## config.mk

```make
export PLATFORM = sky130hd
export DESIGN_NAME = alu_op_sequencer
export DESIGN_NICKNAME = d
export VERILOG_FILES = /design/src/rtl/alu_seq_pkg.sv /design/src/rtl/alu_op_sequencer.sv
export SDC_FILE = /design/constraint.sdc
export NUM_CORES = 1
export LEC_CHECK = 0
export ABC_AREA = 0
export CORE_MARGIN = 1.5
export CORE_UTILIZATION = 43
export CTS_CLUSTER_DIAMETER = 150
export DETAILED_ROUTE_END_ITERATION = 7
export HOLD_SLACK_MARGIN = 0.02
export PLACE_DENSITY = 0.74
export SLEW_MARGIN = 10
export SYNTH_ARGS = -nofsm -noshare
export SYNTH_HDL_FRONTEND = slang
export SYNTH_SLANG_ARGS = --single-unit
```

## constraint.sdc

```tcl
create_clock -name clk -period 2.03 [get_ports clk]
set_clock_uncertainty 0.15 [all_clocks]
set_input_delay 0.406 -clock clk [delete_from_list [all_inputs] [get_ports clk]]
set_output_delay 0.406 -clock clk [all_outputs]
set_load 0.02 [all_outputs]
```

## src/rtl/alu_seq_pkg.sv

```systemverilog
`default_nettype none
// ============================================================================
//  Module      : alu_seq_pkg
//  Description : Shared encodings for the ALU operation sequencer: op select
//                codes, sequencer state enum and response flag bit indices.
//  Revision    : 1.0  initial release
// ============================================================================
package alu_seq_pkg;

   // Op select encodings driven onto the ALU Sel bus
   localparam logic [1:0] SEL_ADD = 2'b00;
   localparam logic [1:0] SEL_SUB = 2'b01;
   localparam logic [1:0] SEL_AND = 2'b10;
   localparam logic [1:0] SEL_CMP = 2'b11;

   // Sequencer states
   typedef enum logic [1:0] {
      IDLE   = 2'd0,
      SETTLE = 2'd1,
      RESP   = 2'd2
   } state_t;

   // Bit positions inside rsp_flags = {eq, gt, lt}
   localparam int FLAG_EQ = 2;
   localparam int FLAG_GT = 1;
   localparam int FLAG_LT = 0;

endpackage : alu_seq_pkg
`default_nettype wire

```

## src/rtl/alu_op_sequencer.sv

```systemverilog
`default_nettype none
// ============================================================================
//  Module      : alu_op_sequencer
//  Description : Request/response front end for a combinational 4-bit ALU.
//                Accepts one op per request handshake, holds the operand bus
//                for SETTLE_CYCLES, captures the selected result and compare
//                flags, and presents them on a valid/ready response port.
//  Revision    : 1.0  initial release
// ============================================================================
module alu_op_sequencer
   import alu_seq_pkg::*;
#(
   parameter int WIDTH         = 4,
   parameter int SETTLE_CYCLES = 1,   // legal range 1..15
   parameter int CNT_W         = 8
) (
   input  logic             clk,
   input  logic             rst,
   // request port
   input  logic             req_valid,
   output logic             req_ready,
   input  logic [WIDTH-1:0] req_a,
   input  logic [WIDTH-1:0] req_b,
   input  logic [1:0]       req_sel,
   // ALU operand bus
   output logic [WIDTH-1:0] alu_a,
   output logic [WIDTH-1:0] alu_b,
   output logic [1:0]       alu_sel,
   // ALU result bus
   input  logic [WIDTH:0]   alu_y_add,
   input  logic [WIDTH:0]   alu_y_sub,
   input  logic [WIDTH-1:0] alu_y_and,
   input  logic             alu_eq,
   input  logic             alu_gt,
   input  logic             alu_lt,
   // response port
   output logic             rsp_valid,
   input  logic             rsp_ready,
   output logic [WIDTH:0]   rsp_data,
   output logic [2:0]       rsp_flags,
   output logic [1:0]       rsp_sel,
   // status
   output logic             busy,
   output logic [CNT_W-1:0] op_count
);

   // Counter is loaded with SETTLE_CYCLES-1 so that a value of 0 means
   // "capture on the next edge"; 4 bits cover the legal range 1..15.
   localparam logic [3:0] SETTLE_LOAD = 4'(SETTLE_CYCLES - 1);

   state_t           state_q, state_d;
   logic [3:0]       cnt_q, cnt_d;
   logic [WIDTH-1:0] alu_a_q, alu_a_d;
   logic [WIDTH-1:0] alu_b_q, alu_b_d;
   logic [1:0]       alu_sel_q, alu_sel_d;
   logic             rsp_valid_q, rsp_valid_d;
   logic [WIDTH:0]   rsp_data_q, rsp_data_d;
   logic [2:0]       rsp_flags_q, rsp_flags_d;
   logic [1:0]       rsp_sel_q, rsp_sel_d;
   logic             req_ready_q, req_ready_d;
   logic             busy_q, busy_d;
   logic [CNT_W-1:0] op_count_q, op_count_d;

   logic [WIDTH:0]   capture_data;
   logic [2:0]       capture_flags;

   // State and output registers; reset leaves only req_ready asserted
   always_ff @(posedge clk or posedge rst) begin
      if (rst) begin
         state_q     <= IDLE;
         cnt_q       <= '0;
         alu_a_q     <= '0;
         alu_b_q     <= '0;
         alu_sel_q   <= '0;
         rsp_valid_q <= 1'b0;
         rsp_data_q  <= '0;
         rsp_flags_q <= '0;
         rsp_sel_q   <= '0;
         req_ready_q <= 1'b1;
         busy_q      <= 1'b0;
         op_count_q  <= '0;
      end else begin
         state_q     <= state_d;
         cnt_q       <= cnt_d;
         alu_a_q     <= alu_a_d;
         alu_b_q     <= alu_b_d;
         alu_sel_q   <= alu_sel_d;
         rsp_valid_q <= rsp_valid_d;
         rsp_data_q  <= rsp_data_d;
         rsp_flags_q <= rsp_flags_d;
         rsp_sel_q   <= rsp_sel_d;
         req_ready_q <= req_ready_d;
         busy_q      <= busy_d;
         op_count_q  <= op_count_d;
      end
   end

   // Next-state logic: one op in flight, requests outside IDLE are ignored
   always_comb begin
      state_d = state_q;
      case (state_q)
         IDLE:    if (req_valid)     state_d = SETTLE;
         SETTLE:  if (cnt_q == 4'd0) state_d = RESP;
         RESP:    if (rsp_ready)     state_d = IDLE;
         default:                    state_d = IDLE;
      endcase
   end

   // Result select: the sub result passes through as 5-bit two's complement
   always_comb begin
      capture_data = '0;
      case (alu_sel_q)
         SEL_ADD: capture_data = alu_y_add;
         SEL_SUB: capture_data = alu_y_sub;
         SEL_AND: capture_data = {1'b0, alu_y_and};
         SEL_CMP: capture_data = '0;
         default: capture_data = '0;
      endcase
      capture_flags          = '0;
      capture_flags[FLAG_EQ] = alu_eq;
      capture_flags[FLAG_GT] = alu_gt;
      capture_flags[FLAG_LT] = alu_lt;
   end

   // Registered-output next values; handshake status is derived from state_d
   // so req_ready/busy line up with the state they describe
   always_comb begin
      cnt_d       = cnt_q;
      alu_a_d     = alu_a_q;
      alu_b_d     = alu_b_q;
      alu_sel_d   = alu_sel_q;
      rsp_valid_d = rsp_valid_q;
      rsp_data_d  = rsp_data_q;
      rsp_flags_d = rsp_flags_q;
      rsp_sel_d   = rsp_sel_q;
      op_count_d  = op_count_q;
      req_ready_d = (state_d == IDLE);
      busy_d      = (state_d != IDLE);
      case (state_q)
         IDLE: begin
            if (req_valid) begin
               alu_a_d   = req_a;
               alu_b_d   = req_b;
               alu_sel_d = req_sel;
               cnt_d     = SETTLE_LOAD;
            end
         end
         SETTLE: begin
            if (cnt_q != 4'd0) begin
               cnt_d = cnt_q - 4'd1;
            end else begin
               rsp_data_d  = capture_data;
               rsp_flags_d = capture_flags;
               rsp_sel_d   = alu_sel_q;
               rsp_valid_d = 1'b1;
            end
         end
         RESP: begin
            if (rsp_ready) begin
               rsp_valid_d = 1'b0;
               op_count_d  = op_count_q + CNT_W'(1);
            end
         end
         default: begin
            rsp_valid_d = 1'b0;
         end
      endcase
   end

   assign alu_a     = alu_a_q;
   assign alu_b     = alu_b_q;
   assign alu_sel   = alu_sel_q;
   assign rsp_valid = rsp_valid_q;
   assign rsp_data  = rsp_data_q;
   assign rsp_flags = rsp_flags_q;
   assign rsp_sel   = rsp_sel_q;
   assign req_ready = req_ready_q;
   assign busy      = busy_q;
   assign op_count  = op_count_q;

endmodule : alu_op_sequencer
`default_nettype wire

```

==> flow_metrics.py, run 1 <==
metrics = {
    "clocking": {
        "cts_setup_buffers": 0,
        "clk_latency_ns": 0.29,
        "cts_tree": "built",
        "cts_resized": 0,
        "cts_buffers": 5,
        "path_clk_slew_ns": 0.07,
        "cts-root-buf": "clkbuf_8",
        "cts.hold.buffers_added": 0,
        "clockBufferDepth": 2,
        "cts.sinks": 37,
        "cts_htree_levels": 2,
    },
    "critical_path": {
        "crit_path_cell_trace": "clkdlybuf4s50_1",
        "reg2reg_slack_ns": 0.22,
        "crit_type": "reg -> out",
        "cp-start-kind": "flop",
        "end_kind": "output port",
        "path_max_fanout": 1,
        "crit_family": "buffers and inverters",
        "cp_data_arrival_time_ns": 1.39,
        "worstRegToRegCells": 5,
        "max_stage_delay_ns": 0.59,
        "cp_slowest_cell": "clkdlybuf4s50_1",
        "crit_buf_inv": 1,
        "reg2reg_from": "cnt_q[1]",
        "r2r-end": "cnt_q[1]",
        "cp_data_required_time_ns": 1.47,
    },
    "die": {
        "num_io_pins": 62,
        "initial_utilization_pct": 45.1,
        "core.rowCount": 22,
        "fp.coreArea_mm2": 0.00366,
        "dieArea_mm2": 0.00422,
        "die_w_um": 65.0,
        "die_h_um": 65.0,
    },
    "synth": {
        "syn-num-nets": 181,
        "ys_seq_elements": 37,
        "ys_warn_count": 0,
        "synth_edf_count": 0,
        "synth_area_leaders": "dfrtp_1 (55%), nand2_1 (8.9%), mux2_2 (7.5%)",
        "syn_area_per_cell_um2": 11.2,
        "yosys.area.top_type": "dfrtp_1",
        "synth_top_cell_area_share_pct": 54.5,
        "synth_cells": 148,
        "synthesis.area_mm2": 0.00165,
        "async_flop_share_pct": 100,
        "synthFlopType": "dfrtp_1",
        "seq_area_frac_synth_pct": 56.1,
        "ys_types": 34,
    },
    "layout": {
        "final_cell_area_mm2": 0.00241,
        "layout.nets": 248,
        "multiInputGateArea_um2": 668,
        "layout_commonest_cell": "clkdlybuf4s50_1",
        "final_cell_mix": "clkdlybuf4s50_1 (61), nand2_1 (39), dfrtp_1 (36), mux2_2 (11), mux2i_1 (8)",
        "fill_cells": 286,
        "antenna_cells": 0,
        "area_growth_pct": 46.1,
        "layout-drive-gt1-share_pct": 14.4,
        "final_core_util_pct": 65.9,
        "regArea_um2": 927,
    },
    "route": {
        "ant_nets": 0,
        "routed_via_density": 4.83,
        "drc_errors": 0,
        "vias": 1274,
        "drt-initial-drc-count": 25,
        "drt-pass1-iter-count": 4,
        "wl_per_cell_um": 12.9,
        "drt-total-wl_um": 3420,
    },
    "global_routing": {
        "antenna_found_initial": 0,
        "track_usage_pct": 18.9,
        "grt_pass1_wl_um": 6000,
        "grt-ovfl-total": 0,
        "grt_max_degree": 27,
        "grt_pass1_vias": 1364,
    },
    "power_and_ir_drop": {
        "p_switching_mw": 1.33,
        "peakVddDrop_mv": 0.904,
        "power_leakage_nw": 1.12,
        "pwr-share-comb_pct": 50.0,
        "seqPwrFrac_pct": 36.3,
        "p_int_mw": 2.21,
        "p_clk_share_pct": 13.7,
        "p_per_area_mw_per_mm2": 1470,
        "switching_share_pct": 37.5,
    },
    "timing": {
        "setup_viol": 0,
        "period_needed_ns": 1.94,
        "hold_viol": 0,
        "worst_pin_slew_ns": 0.435,
        "drv_slew": 0,
        "worst_slack_ns": 0.0864,
        "finalSetupTns_ns": 0,
        "fmax_mhz": 514,
        "fin_crit_sh_pct": 95.7,
        "relSlewSlack_pct": 71.0,
        "rsz0062_at_grt": "no",
        "whs_ns": 0.277,
    },
    "status": {
        "status": "finished, final reports clean",
    },
    "placed_design": {
        "portBuffers": 61,
        "dp_slack_ns": 0.0584,
        "gp_routability_congestion": 0.742,
        "placed_area_mm2": 0.00233,
        "dp_hpwl_um": 2610,
    },
    "run": {
        "max-cap-violations": 0,
    },
    "min_path": {
        "hold_path_class": "in -> async",
    },
}
synthesized netlist by cell type (2+ instances only):
cell / n
buf_2: 3
clkbuf_1: 2
dfrtp_1: 36
ha_1: 2
inv_1: 4
mux2_2: 11
mux2i_1: 8
nand2_1: 39
nand3_1: 5
nor2_1: 4
nor3_1: 3
o2bb2ai_1: 4
xnor2_1: 3
xor2_1: 4
cells by family (layout without fill, tap and decap cells):
| group | Yosys count | count (layout) | share of synthesized area (%) |
|---|---|---|---|
| AO/OA/AOI/OAI | 8 | 8 | 3.71 |
| XOR/XNOR | 7 | 7 | 3.71 |
| adder cells (fa/ha/maj) | 2 | 2 | 1.51 |
| buffers and inverters | 11 | 79 | 3.41 |
| flip-flops | 37 | 37 | 56.1 |
| multiplexers | 20 | 20 | 13.3 |
| AND/OR/NAND/NOR | 63 | 63 | 18.3 |
final cells by class:
type	count	share of cell area [%]
timing repair buffer	67	27.2
sequential	37	38.4
tap	48	2.49
inverter	4	0.622
clock buffer	5	2.85
clock inverter	3	0.726
multi-input combinational	100	27.7
worst max-delay path by stage:
stage              start   endpoint  slack [ns]  depth (start not counted)
6_report       req_ready  req_ready        0.09                          1
5_1_grt        req_ready  req_ready        0.04                          1
4_1_cts        req_ready  req_ready        0.07                          1
3_5_place_dp   req_valid   alu_a[1]        0.06                          4
3_3_place_gp   req_valid   cnt_q[2]        0.12                          4
2_1_floorplan   cnt_q[0]   cnt_q[1]        0.31                          5
layer usage:
metal	GRT usage, %	wire, um	vias up
met5	0	0	-
li1	-	-	624
met4	7.18	59	0
met2	32.6	1730	32
met3	6.25	188	6
met1	21.6	1440	612
per-stage QoR:
stage / instances / total power, mW
after floorplan: 148 / 2.35
after global placement: 256 / 3.02
after detailed placement: 256 / 3.08
after CTS: 264 / 3.59
after global routing: 264 / 3.80
final: 264 / 3.54
power by group through the flow:
stage | sequential (mW) | combinational [mW] | clock (mW)
after global routing | 1.34 | 1.93 | 0.537
after CTS | 1.29 | 1.80 | 0.507
after detailed placement | 1.29 | 1.79 | 0
final | 1.29 | 1.77 | 0.486
after floorplan | 1.53 | 0.827 | 0
after global placement | 1.28 | 1.74 | 0
flip-flops by register name, summed over array words and instances, names as in the netlist, 2 cells and up:
name and flops:
alu_a 4, alu_b 4, alu_sel 2, cnt_q 4, op_count 8, rsp_data 5
rsp_flags 3, rsp_sel 2, state_q 2
Note: power is estimated with default switching activity, not from simulation.
==> inputs of run 2 (changes only) <==
--- a/config.mk
+++ b/config.mk
@@ -5,13 +5,13 @@
 export SDC_FILE = /design/constraint.sdc
 export NUM_CORES = 1
 export LEC_CHECK = 0
-export ABC_AREA = 0
+export ABC_AREA = 1
 export CORE_MARGIN = 1.5
-export CORE_UTILIZATION = 43
+export CORE_UTILIZATION = 44
 export CTS_CLUSTER_DIAMETER = 150
 export DETAILED_ROUTE_END_ITERATION = 7
 export HOLD_SLACK_MARGIN = 0.02
-export PLACE_DENSITY = 0.74
+export PLACE_DENSITY = 0.75
 export SLEW_MARGIN = 10
 export SYNTH_ARGS = -nofsm -noshare
 export SYNTH_HDL_FRONTEND = slang
==> constraint.sdc (replaced) <==
create_clock -name clk -period 2.03 [get_ports clk]
set_clock_uncertainty 0.15 [all_clocks]
set_input_delay 0.5075 -clock clk [delete_from_list [all_inputs] [get_ports clk]]
set_output_delay 0.5075 -clock clk [all_outputs]
set_load 0.02 [all_outputs]
==> flow_metrics.py, run 2 <==
metrics = {
    "status": {
        "status": "finished, final reports clean",
    },
    "critical_path": {
        "path_max_fanout": 5,
        "crit_path_cell_trace": "clkdlybuf4s50_1",
        "cp_slowest_cell": "clkdlybuf4s50_1",
        "cp_data_arrival_time_ns": 1.33,
        "max_stage_delay_ns": 0.63,
        "cp_data_required_time_ns": 1.37,
        "cp-start-kind": "flop",
        "end_kind": "output port",
        "crit_buf_inv": 1,
        "crit_family": "buffers and inverters",
        "crit_type": "reg -> out",
    },
    "layout": {
        "layout_commonest_cell": "nand2_1",
        "layout.nets": 303,
        "layout-drive-gt1-share_pct": 8.49,
        "regArea_um2": 927,
        "final_core_util_pct": 67.5,
        "fill_cells": 325,
        "final_cell_mix": "nand2_1 (76), clkdlybuf4s50_1 (56), dfrtp_1 (36), inv_1 (20), nand3_1 (15)",
        "antenna_cells": 0,
        "largest_register_ffs": 8,
        "area_growth_pct": 46.3,
        "multiInputGateArea_um2": 667,
    },
    "synth": {
        "synth_area_leaders": "dfrtp_1 (53%), nand2_1 (17%), inv_1 (4.4%)",
        "synthesis.area_mm2": 0.00170,
        "syn_area_per_cell_um2": 8.42,
        "synth_common_cells": "nand2_1 (76), dfrtp_1 (36), inv_1 (20)",
        "async_flop_share_pct": 100,
        "seq_area_frac_synth_pct": 54.5,
        "synth_cells": 202,
        "ys_types": 22,
        "ys_warn_count": 0,
        "synth_edf_count": 0,
        "synth.most_common_cell": "nand2_1",
        "syn-num-nets": 235,
        "yosys.area.top_type": "dfrtp_1",
        "ys_seq_elements": 37,
        "synth_top_cell_area_share_pct": 52.9,
        "synthFlopType": "dfrtp_1",
    },
    "global_routing": {
        "track_usage_pct": 19.0,
        "antenna_found_initial": 0,
        "grt_use_met2_pct": 29.6,
        "grt_pass1_wl_um": 6210,
        "grt_pass1_vias": 1393,
        "use_met1_pct": 23.4,
        "top_usage_layer": "met2",
        "grt-ovfl-total": 0,
        "grt_max_degree": 38,
        "grtUsageMet3_pct": 8.90,
    },
    "die": {
        "dieArea_mm2": 0.00425,
        "die_h_um": 65.2,
        "core.rowCount": 22,
        "initial_utilization_pct": 46.1,
        "fp.coreArea_mm2": 0.00369,
        "die_w_um": 65.2,
        "num_io_pins": 62,
    },
    "power_and_ir_drop": {
        "peakVddDrop_mv": 0.830,
        "p_clk_share_pct": 16.0,
        "p_switching_mw": 1.43,
        "pwr-share-comb_pct": 48.8,
        "switching_share_pct": 40.7,
        "p_int_mw": 2.09,
        "p_per_area_mw_per_mm2": 1410,
        "total_power_mw": 3.52,
        "seqPwrFrac_pct": 35.2,
        "power_leakage_nw": 1.26,
    },
    "min_path": {
        "hold_path_class": "reg -> reg",
    },
    "route": {
        "ant_nets": 0,
        "drt-pass1-iter-count": 4,
        "routed_via_density": 4.62,
        "drt-total-wl_um": 3510,
        "wl_per_cell_um": 11.0,
        "drc_errors": 0,
        "vias": 1473,
        "drt-initial-drc-count": 48,
    },
    "clocking": {
        "clk_latency_ns": 0.29,
        "cts_buffers": 5,
        "cts.hold.buffers_added": 0,
        "cts_htree_levels": 2,
        "cts-root-buf": "clkbuf_8",
        "clockBufferDepth": 2,
        "cts_tree": "built",
        "path_clk_slew_ns": 0.07,
        "cts.sinks": 37,
    },
    "timing": {
        "whs_ns": 0.327,
        "period_needed_ns": 1.99,
        "finalSetupTns_ns": 0,
        "fin_crit_sh_pct": 97.8,
        "setup_viol": 0,
        "relSlewSlack_pct": 77.4,
        "fmax_mhz": 504,
        "worst_pin_slew_ns": 0.337,
        "rsz0062_at_grt": "no",
        "hold_viol": 0,
        "drv_slew": 0,
    },
    "run": {
        "max-cap-violations": 0,
    },
    "placed_design": {
        "portBuffers": 61,
        "dp_hpwl_um": 2570,
        "gp_routability_congestion": 0.841,
    },
}
run 2: cell types whose count changed in the layout (fill, tap and decap cells not counted), sizes merged, moves of 3 or more:
cell | before | now
nand3 | 5 | 17
inv | 4 | 23
dlygate4sd2 | 0 | 3
o2bb2ai | 4 | 0
buf | 6 | 3
nand2 | 39 | 78
mux2i | 8 | 0
nor3 | 3 | 0
nor2 | 4 | 16
clkdlybuf4s50 | 61 | 56
o21ai | 1 | 14
mux2 | 12 | 0
or3b | 3 | 0
run 2: power by group through the flow:
stage               Combinational (mW)  Clock, mW  Sequential [mW]
global route                      1.89      0.621             1.28
detailed placement                1.75          0             1.25
CTS                               1.74      0.578             1.24
floorplan                        0.714          0             1.54
global placement                  1.72          0             1.24
finish                            1.72      0.562             1.24
run 2: cell families after synthesis:
logic type	Yosys count	share of synthesized area [%]
simple gates	116	30.2
buf+inv	26	6.32
xor+xnor	5	2.57
fa+ha+maj	2	1.47
compound gates	16	4.93
flops	37	54.5
run 2: what timing repair did:
action / CTS / global route
buffers inserted: 0 / 0
hold endpoints to repair: 0 / 0
setup endpoints to repair: 3 / 2
resized for setup: 3 / 2
cloned: 0 / 0
run 2: metrics by stage:
stage	setup WS, ns	instances	cell area, um2
finish	0.0446	319	2490
global route	0.00183	319	2490
CTS	0.00252	319	2480
detailed placement	0.201	311	2390
global placement	0.234	311	2390
floorplan	0.542	202	1700
run 2: cell type report:
| cell class | count | share of cell area, % |
|---|---|---|
| Multi-Input combinational cell | 139 | 26.8 |
| Inverter | 23 | 3.47 |
| Timing Repair Buffer | 64 | 26.0 |
| Tap cell | 48 | 2.41 |
| Sequential cell | 37 | 37.3 |
| Clock buffer | 7 | 3.87 |
| Clock inverter | 1 | 0.201 |
run 2: metal layers:
layer	routed length, um	vias up	share of wire (%)
met4	51	0	1.5
met2	1530	55	44
li1	-	760	-
met5	0	-	0
met1	1600	652	46
met3	332	6	9.5
run 2: path summary, 6_finish.rpt:
path / depth (start not counted) / slack [ns] / from / to
worst max-delay path: 1 / 0.04 / op_count[6] / op_count[6]
worst min-delay path: 2 / 0.33 / rsp_data[2] / rsp_data[2]
worst max register to register: 8 / 0.34 / cnt_q[0] / busy
worst min register to register: 2 / 0.33 / rsp_data[2] / rsp_data[2]
max in group asynchronous: 3 / 1.08 / rst / req_ready
min in group asynchronous: 3 / 0.41 / rst / rsp_data[2]
==> inputs of run 3 (changes only) <==
--- a/config.mk
+++ b/config.mk
@@ -6,11 +6,9 @@
 export NUM_CORES = 1
 export LEC_CHECK = 0
 export ABC_AREA = 1
-export CORE_MARGIN = 1.5
 export CORE_UTILIZATION = 44
 export CTS_CLUSTER_DIAMETER = 150
 export DETAILED_ROUTE_END_ITERATION = 7
-export HOLD_SLACK_MARGIN = 0.02
 export PLACE_DENSITY = 0.75
 export SLEW_MARGIN = 10
 export SYNTH_ARGS = -nofsm -noshare
==> flow_metrics.py, run 3 (synthesis gave the netlist of run 2 again) <==
metrics = {
    "status": {
        "status": "finished, final reports clean",
    },
    "timing": {
        "fin_crit_sh_pct": 96.8,
        "relSlewSlack_pct": 78.4,
        "rsz0062_at_grt": "no",
        "worst_pin_slew_ns": 0.322,
        "drv_slew": 0,
        "fmax_mhz": 509,
        "period_needed_ns": 1.96,
        "setup_viol": 0,
        "hold_viol": 0,
        "finalSetupTns_ns": 0,
    },
    "die": {
        "initial_utilization_pct": 46.1,
        "die_w_um": 64.2,
        "fp.coreArea_mm2": 0.00369,
        "num_io_pins": 62,
        "core.rowCount": 22,
        "dieArea_mm2": 0.00412,
        "die_h_um": 64.2,
    },
    "critical_path": {
        "cp_data_arrival_time_ns": 1.31,
        "worstSetupStartpoint": "op_count[1]",
        "cp-start-kind": "flop",
        "cp_slowest_cell": "clkdlybuf4s50_1",
        "cp_data_required_time_ns": 1.37,
        "crit_path_cell_trace": "clkdlybuf4s50_1",
        "max_stage_delay_ns": 0.62,
        "reg2reg_from": "cnt_q[0]",
        "crit_buf_inv": 1,
        "end_kind": "output port",
        "crit_family": "buffers and inverters",
        "path_max_fanout": 4,
        "crit_type": "reg -> out",
    },
    "route": {
        "drt-total-wl_um": 3600,
        "drt-initial-drc-count": 81,
        "routed_via_density": 4.67,
        "vias": 1494,
        "drc_errors": 0,
        "ant_nets": 0,
        "drt-pass1-iter-count": 4,
        "wl_per_cell_um": 11.2,
    },
    "min_path": {
        "min_from": "rsp_valid",
        "hold_path_class": "reg -> reg",
    },
    "global_routing": {
        "grt-ovfl-total": 0,
        "grt_pass1_vias": 1417,
        "grt_max_degree": 24,
        "antenna_found_initial": 0,
        "grt_pass1_wl_um": 6400,
        "track_usage_pct": 20.5,
    },
    "clocking": {
        "cts_tree": "built",
        "cts_buffers": 5,
        "cts-root-buf": "clkbuf_8",
        "path_clk_slew_ns": 0.07,
        "clockBufferDepth": 2,
        "cts.hold.buffers_added": 0,
        "cts_htree_levels": 2,
        "cts.sinks": 37,
        "clk_latency_ns": 0.29,
    },
    "power_and_ir_drop": {
        "p_per_area_mw_per_mm2": 1400,
        "power_leakage_nw": 1.28,
        "peakVddDrop_mv": 0.745,
    },
    "placed_design": {
        "portBuffers": 61,
        "gp_routability_congestion": 0.859,
        "placed_area_mm2": 0.00238,
        "dp_hpwl_um": 2670,
    },
    "layout": {
        "area_growth_pct": 45.1,
        "final_cell_mix": "nand2_1 (76), clkdlybuf4s50_1 (54), dfrtp_1 (36), inv_1 (20), nand3_1 (15)",
        "largest_register_ffs": 8,
        "fill_cells": 332,
        "layout_commonest_cell": "nand2_1",
        "final_cell_area_mm2": 0.00247,
        "antenna_cells": 0,
        "layout-drive-gt1-share_pct": 8.46,
        "final_core_util_pct": 67.0,
        "layout.nets": 304,
    },
    "run": {
        "max-cap-violations": 0,
    },
}
==> run 3: path summary, 6_finish.rpt <==
check	end	slack [ns]	cells after the start
worst max-delay path	op_count[1]	0.07	1
worst min-delay path	rsp_valid	0.33	2
worst max register to register	busy	0.35	8
worst min register to register	rsp_valid	0.33	2
max in group asynchronous	cnt_q[0]	1.07	3
min in group asynchronous	op_count[7]	0.38	3
==> run 3: area by class of cell <==
| type | count | area, um2 | area share (%) |
|---|---|---|---|
| Tap cell | 48 | 60.1 | 2.43 |
| Timing Repair Buffer | 65 | 647 | 26.2 |
| Multi-Input combinational cell | 139 | 667 | 27.0 |
| Sequential cell | 37 | 927 | 37.5 |
| Clock buffer | 6 | 72.6 | 2.94 |
| Inverter | 23 | 86.3 | 3.50 |
| Clock inverter | 2 | 10.0 | 0.405 |
==> run 3: metal layers <==
layer  up-vias  share of wire [%]  GRT usage [%]
li1        763                  -              -
met1       671                 44           24.5
met2        55                 45           33.2
met3         5                9.4           8.75
met4         0                1.5           6.94
met5         -                  0              0
==> run 3: timing repair <==
item                       CTS  global route
hold endpoints to repair     0             0
setup endpoints to repair    3             4
buffers inserted             0             0
gates resized for setup      3             4
==> run 3: through the flow <==
stage	setup slack (ns)	std cells	hold WS [ns]	power (mW)
finish	0.0652	320	0.328	3.45
global placement	0.237	312	0.305	2.97
global route	0.00758	320	0.358	3.73
floorplan	0.542	202	0.333	2.26
CTS	0.00609	320	0.326	3.49
detailed placement	0.214	312	0.308	3.00
==> run 3: report_power, final <==
| group | internal, mW | switching [mW] | leakage [nW] | total, mW |
|---|---|---|---|---|
| registers | 1.04 | 0.198 | 0.466 | 1.24 |
| clock network | 0.238 | 0.262 | 0.0450 | 0.500 |
| logic | 0.733 | 0.978 | 0.771 | 1.71 |
| total | 2.01 | 1.44 | 1.28 | 3.45 |
